**config.mk**
```make
export PLATFORM = sky130hd
export DESIGN_NAME = mu0_mem_arbiter
export DESIGN_NICKNAME = d
export VERILOG_FILES = /design/src/rtl/mu0_arb_pkg.sv /design/src/rtl/mu0_arb_pick.sv /design/src/rtl/mu0_mem_arbiter.sv
export SDC_FILE = /design/constraint.sdc
export NUM_CORES = 1
export LEC_CHECK = 0
export ABC_AREA = 1
export ABC_CLOCK_PERIOD_IN_PS = 2500
export CAP_MARGIN = 25
export CORE_ASPECT_RATIO = 1.4
export CORE_MARGIN = 4
export CORE_UTILIZATION = 35
export CTS_BUF_LIST = sky130_fd_sc_hd__clkbuf_4
export DETAILED_ROUTE_END_ITERATION = 10
export PLACE_DENSITY = 0.69
export SLEW_MARGIN = 25
export SYNTH_ARGS = -nofsm -noshare
export SYNTH_HDL_FRONTEND = slang
export SYNTH_SLANG_ARGS = --single-unit
```
**constraint.sdc**
```tcl
create_clock -name clk -period 2.5 [get_ports clk]
set_clock_uncertainty 0.1 [all_clocks]
set_input_delay 0.5 -clock clk [delete_from_list [all_inputs] [get_ports clk]]
set_output_delay 0.5 -clock clk [all_outputs]
set_load 0.01 [all_outputs]
```
**src/rtl/mu0_arb_pkg.sv**
```systemverilog
// Shared types and constants for the MU0 memory arbiter.
package mu0_arb_pkg;

  localparam int unsigned ADDR_W = 12;
  localparam int unsigned DATA_W = 16;
  localparam int unsigned CNT_W  = 4;

  typedef enum logic {
    ARB_IDLE   = 1'b0,
    ARB_ACCESS = 1'b1
  } arb_state_t;

  typedef enum logic {
    REQ_CPU  = 1'b0,
    REQ_HOST = 1'b1
  } req_id_t;

  // Access captured from the winning requester
  typedef struct packed {
    logic              we;
    logic [ADDR_W-1:0] addr;
    logic [DATA_W-1:0] wdata;
  } mem_cmd_t;

endpackage

```
**src/rtl/mu0_arb_pick.sv**
```systemverilog
// Combinational winner selection between the CPU and host ports.
// MU0_ARB_HOST_PRIORITY_EN selects fixed host priority instead of round-robin.
module mu0_arb_pick
  import mu0_arb_pkg::*;
(
  input  logic    cpu_req,
  input  logic    host_req,
  input  req_id_t owner,
  output req_id_t winner_c,
  output logic    any_c
);

`ifdef MU0_ARB_HOST_PRIORITY_EN
  logic unused_owner;
  assign unused_owner = owner;
`endif

  always_comb begin
    any_c    = cpu_req | host_req;
    winner_c = REQ_CPU;
    if (cpu_req && host_req) begin
`ifdef MU0_ARB_HOST_PRIORITY_EN
      winner_c = REQ_HOST;
`else
      // Tie goes to whoever did not win last
      winner_c = (owner == REQ_CPU) ? REQ_HOST : REQ_CPU;
`endif
    end else if (host_req) begin
      winner_c = REQ_HOST;
    end
  end

endmodule

```
**src/rtl/mu0_mem_arbiter.sv**
```systemverilog
// Arbitrates the single-port MU0 memory between the core and a host loader.
// Build option: MU0_ARB_HOST_PRIORITY_EN gives the host fixed priority on ties.
module mu0_mem_arbiter
  import mu0_arb_pkg::*;
#(
  parameter int unsigned MEM_LATENCY = 1
) (
  input  logic              clk,
  input  logic              rst,
  input  logic              cpu_req,
  input  logic              cpu_we,
  input  logic [ADDR_W-1:0] cpu_addr,
  input  logic [DATA_W-1:0] cpu_wdata,
  output logic              cpu_gnt,
  output logic              cpu_done,
  input  logic              host_req,
  input  logic              host_we,
  input  logic [ADDR_W-1:0] host_addr,
  input  logic [DATA_W-1:0] host_wdata,
  output logic              host_gnt,
  output logic              host_done,
  output logic [DATA_W-1:0] rdata,
  output logic [ADDR_W-1:0] mem_addr,
  output logic [DATA_W-1:0] mem_wdata,
  output logic              mem_rd,
  output logic              mem_wr,
  input  logic [DATA_W-1:0] mem_rdata,
  output logic              busy,
  output logic              owner
);

  if (MEM_LATENCY < 1 || MEM_LATENCY > 15) begin : g_bad_latency
    $error("mu0_mem_arbiter: MEM_LATENCY must be 1..15");
  end

  arb_state_t       state;
  req_id_t          owner_q;
  logic [CNT_W-1:0] cnt;
  mem_cmd_t         cmd_q;
  req_id_t          winner_c;
  logic             any_c;

  mu0_arb_pick u_pick (
    .cpu_req  (cpu_req),
    .host_req (host_req),
    .owner    (owner_q),
    .winner_c (winner_c),
    .any_c    (any_c)
  );

  // Memory address/data come straight from the captured command, so they hold between accesses
  assign mem_addr  = cmd_q.addr;
  assign mem_wdata = cmd_q.wdata;
  assign busy      = (state == ARB_ACCESS);
  assign owner     = (owner_q == REQ_HOST);

  always_ff @(posedge clk or posedge rst) begin
    if (rst) begin
      state     <= ARB_IDLE;
      owner_q   <= REQ_HOST;
      cnt       <= '0;
      cmd_q     <= '0;
      rdata     <= '0;
      mem_rd    <= 1'b0;
      mem_wr    <= 1'b0;
      cpu_gnt   <= 1'b0;
      host_gnt  <= 1'b0;
      cpu_done  <= 1'b0;
      host_done <= 1'b0;
    end else begin
      cpu_gnt   <= 1'b0;
      host_gnt  <= 1'b0;
      cpu_done  <= 1'b0;
      host_done <= 1'b0;
      case (state)
        ARB_IDLE: begin
          if (any_c) begin
            if (winner_c == REQ_HOST) begin
              cmd_q    <= '{we: host_we, addr: host_addr, wdata: host_wdata};
              mem_rd   <= ~host_we;
              mem_wr   <= host_we;
              host_gnt <= 1'b1;
            end else begin
              cmd_q    <= '{we: cpu_we, addr: cpu_addr, wdata: cpu_wdata};
              mem_rd   <= ~cpu_we;
              mem_wr   <= cpu_we;
              cpu_gnt  <= 1'b1;
            end
            owner_q <= winner_c;
            cnt     <= CNT_W'(MEM_LATENCY - 1);
            state   <= ARB_ACCESS;
          end
        end
        ARB_ACCESS: begin
          if (cnt == '0) begin
            if (!cmd_q.we) rdata <= mem_rdata;
            cpu_done  <= (owner_q == REQ_CPU);
            host_done <= (owner_q == REQ_HOST);
            mem_rd    <= 1'b0;
            mem_wr    <= 1'b0;
            state     <= ARB_IDLE;
          end else begin
            cnt <= cnt - CNT_W'(1);
          end
        end
      endcase
    end
  end

endmodule

```
==> results of run 1 <==
report_power, final:
part | internal, mW | leakage, nW | switching (mW)
Clock | 0.216 | 0.0655 | 0.315
Sequential | 1.13 | 0.710 | 0.120
Combinational | 0.579 | 1.35 | 0.474
Total | 1.92 | 2.12 | 0.908
cell type report:
cell class	count	area share (%)
clock inverters	5	0.536
repair buffers	136	32.3
well taps	102	3.04
clock buffers	11	1.97
flip-flops and latches	57	34.0
multi-input cells	259	26.8
inverters	16	1.43
path summary, 6_finish.rpt:
kind,end,cells past startpoint,startpoint,slack [ns]
max in group asynchronous,owner$_DFFE_PP1P_,3,rst,1.37
min reg2reg,rdata[5]$_DFFE_PP0P_,2,rdata[5]$_DFFE_PP0P_,0.38
min in group clk,rdata[5]$_DFFE_PP0P_,2,rdata[5]$_DFFE_PP0P_,0.38
min,rdata[11]$_DFFE_PP0P_,2,rst,0.33
max,owner,1,owner$_DFFE_PP1P_,0.37
max reg2reg,rdata[1]$_DFFE_PP0P_,7,cnt[0]$_DFFE_PP0P_,0.73
state kept, by name, indices dropped and copies added (netlist names):
name,flops
cpu_gnt,1
host_gnt,1
owner,1
host_done,1
cmd_q,1
mem_wdata,16
cnt,4
mem_rd,1
busy,1
mem_wr,1
mem_addr,12
rdata,16
cpu_done,1
cells by family (layout without fill, tap and decap cells):
family	Yosys count	count (layout)	synth area share, %
DFF	57	57	48.7
AOI/OAI and AO/OA	2	2	0.470
adders and majority gates	2	2	0.854
buffers and inverters	63	168	13.2
and+or+nand+nor	254	254	36.5
xor gates and xnor gates	1	1	0.299
stage by stage:
| stage | util (%) | cells | hold slack, ns | power, mW | setup WS [ns] |
|---|---|---|---|---|---|
| floorplan | - | 379 | 0.350 | 1.83 | 0.502 |
| global placement | 50.3 | 570 | 0.356 | 2.30 | 0.534 |
| detailed placement | 50.3 | 570 | 0.360 | 2.33 | 0.482 |
| CTS | 51.5 | 586 | 0.306 | 2.88 | 0.346 |
| global route | 51.5 | 586 | 0.301 | 3.04 | 0.296 |
| finish | 51.5 | 586 | 0.327 | 2.83 | 0.370 |
cells in the final DEF, fill, tap and decap left out, drive strengths merged:
| cell type | Yosys | routed |
|---|---|---|
| nand3b | 7 | 7 |
| clkbuf | 2 | 11 |
| nand2 | 185 | 185 |
| o21ai | 1 | 1 |
| clkinv | 0 | 5 |
| a21oi | 1 | 1 |
| ha | 2 | 2 |
| inv | 16 | 16 |
| buf | 45 | 7 |
| nand3 | 53 | 53 |
| dfstp | 1 | 1 |
| xor2 | 1 | 1 |
| nor2 | 9 | 9 |
| clkdlybuf4s50 | 0 | 129 |
| dfrtp | 56 | 56 |
routing by layer:
layer  global-route usage (%)  routed length, um
met1                     17.9               3160
met4                     4.75                 60
met2                     26.9               3680
met3                     6.28                732
met5                        0                  0
==> reports/qor.csv, run 1 <==
stage,metric,value,unit
sta,Max Freq,0.469,GHz
logic_synthesis,top post-synthesis cells by count,"184 x nand2_1, 56 x dfrtp_1, 53 x nand3_1, 35 x buf_4, 13 x inv_1",
clock_network,CTS buffer count,9,
sta,Final setup viols,0,
grt,GRT Util Overall,15.6,%
clock_network,clk sinks,57,
cells_and_area,area of the multi-input gates,0.00112,mm2
die,Ports,130,
grt,gr ovfl total,0,
detailed_routing,wire per inst,13.0,um
placed_design,Area after DPL,0.00410,mm2
clock_network,cells resized by post-CTS repair,0,
clock_network,clk_lat worst skew,0.38,ns
die,DIE HEIGHT,116,um
setup_path,CP Max Fanout,5,
setup_path,Crit path buffers/inverters,1,
detailed_routing,vias,2662,
die,Die Wd,85.3,um
logic_synthesis,top-count cell post-synth,nand2_1,
placed_design,HPWL after DPL,5.68,mm
setup_path,Critical Path Slowest Stage Cell,dfstp_2,
sta,Final min period,2.13,ns
min_path,worst hold path class,primary input to asynchronous set/reset pin,
detailed_routing,mean number of vias per cell,4.54,
clock_network,postcts setup bufs,0,
die,Starting Density,36.0,%
power,P per Cell Area,674,mW/mm2
die,Die ar.,0.00992,mm2
logic_synthesis,Post-synth EDFFs,0,
die,cell row count,39,
logic_synthesis,Synth top area share,47.8,%
sta,RSZ-0062 raised after global routing,false,
logic_synthesis,net count after synthesis,459,
logic_synthesis,Mean Syn Cell Area,7.73,um2
grt,antenna violations before repair,0,
sta,Slew headroom,65.1,%
setup_path,worst path cell trace,clkdlybuf4s50_1,
detailed_routing,DRT Pass-1 Iters,4,
logic_synthesis,Yosys cell types,18,
detailed_routing,DRT antenna net count,0,
placed_design,gp weighted congestion,0.782,
cells_and_area,fin nets,559,
grt,vias in the first global route,2672,
logic_synthesis,synthesized cell area,0.00293,mm2
flow_run,Max-cap violations,0,
die,core area,0.00815,mm2
clock_network,Clock transition at path regs,0.09,ns
logic_synthesis,Post-synth ARST share,100,%
setup_path,"Largest delay share family, worst path",flip-flops,
logic_synthesis,Most used DFF post-synth,dfrtp_1,
cells_and_area,register area,0.00143,mm2
cells_and_area,ratio of cells with drive above 1 in the final layout,6.20,%
logic_synthesis,cell count after synthesis,379,
setup_path,"Data required, critical path",1.90,ns
detailed_routing,1st-iter DRT viols,183,
grt,first-pass GRT wire length,12.3,mm
cells_and_area,Final Instance Area,0.00420,mm2
clock_network,clock buffer depth,2,
power,Pleak,2.12,nW
setup_path,Worst Path Arrival,1.53,ns
setup_path,max incr delay on CP,0.60,ns
sta,Final Hold Viols,0,
logic_synthesis,"Seq/Total Area, Yosys",48.7,%
status,status,"finished, final reports clean",
clock_network,H-tree levels,3,
detailed_routing,DRC,0,
power,Peak supply drop,315,uV
logic_synthesis,top cell type by total area after synthesis,dfrtp_1,
setup_path,Worst setup EP type,output pin,
clock_network,root buffer cell,clkbuf_4,
cells_and_area,area grow syn2layout,43.3,%
logic_synthesis,synthesis-stage register bit count,57,
logic_synthesis,"top cells by area, synth","dfrtp_1 48%, nand2_1 24%, nand3_1 9.1%",
sta,fin crit share,85.2,%
sta,setup TNS,0,ns
logic_synthesis,Synth Warn #,0,
cells_and_area,Fill cells,799,
clock_network,TritonCTS clock tree,yes,
grt,largest net degree at the start of global routing,40,
placed_design,Buffers on Ports,129,
cells_and_area,Ant. Diodes,0,
clock_network,"Hold-fix buffers, CTS",0,
sta,Max Transition Viols Final,0,
sta,Slew @ Worst Pin,0.523,ns
setup_path,critical path class,flip-flop to output pin,
setup_path,Critical Path Source Type,flip-flop,
detailed_routing,total routed wirelength,7.63,mm
Note: power is estimated with default switching activity, not from simulation.
==> run 2, diff against run 1 <==
Settings changed: GPL_ROUTABILITY_DRIVEN set to 0.
==> results of run 2 <==
Final layout, timing and power as in run 1 (identical DEF).
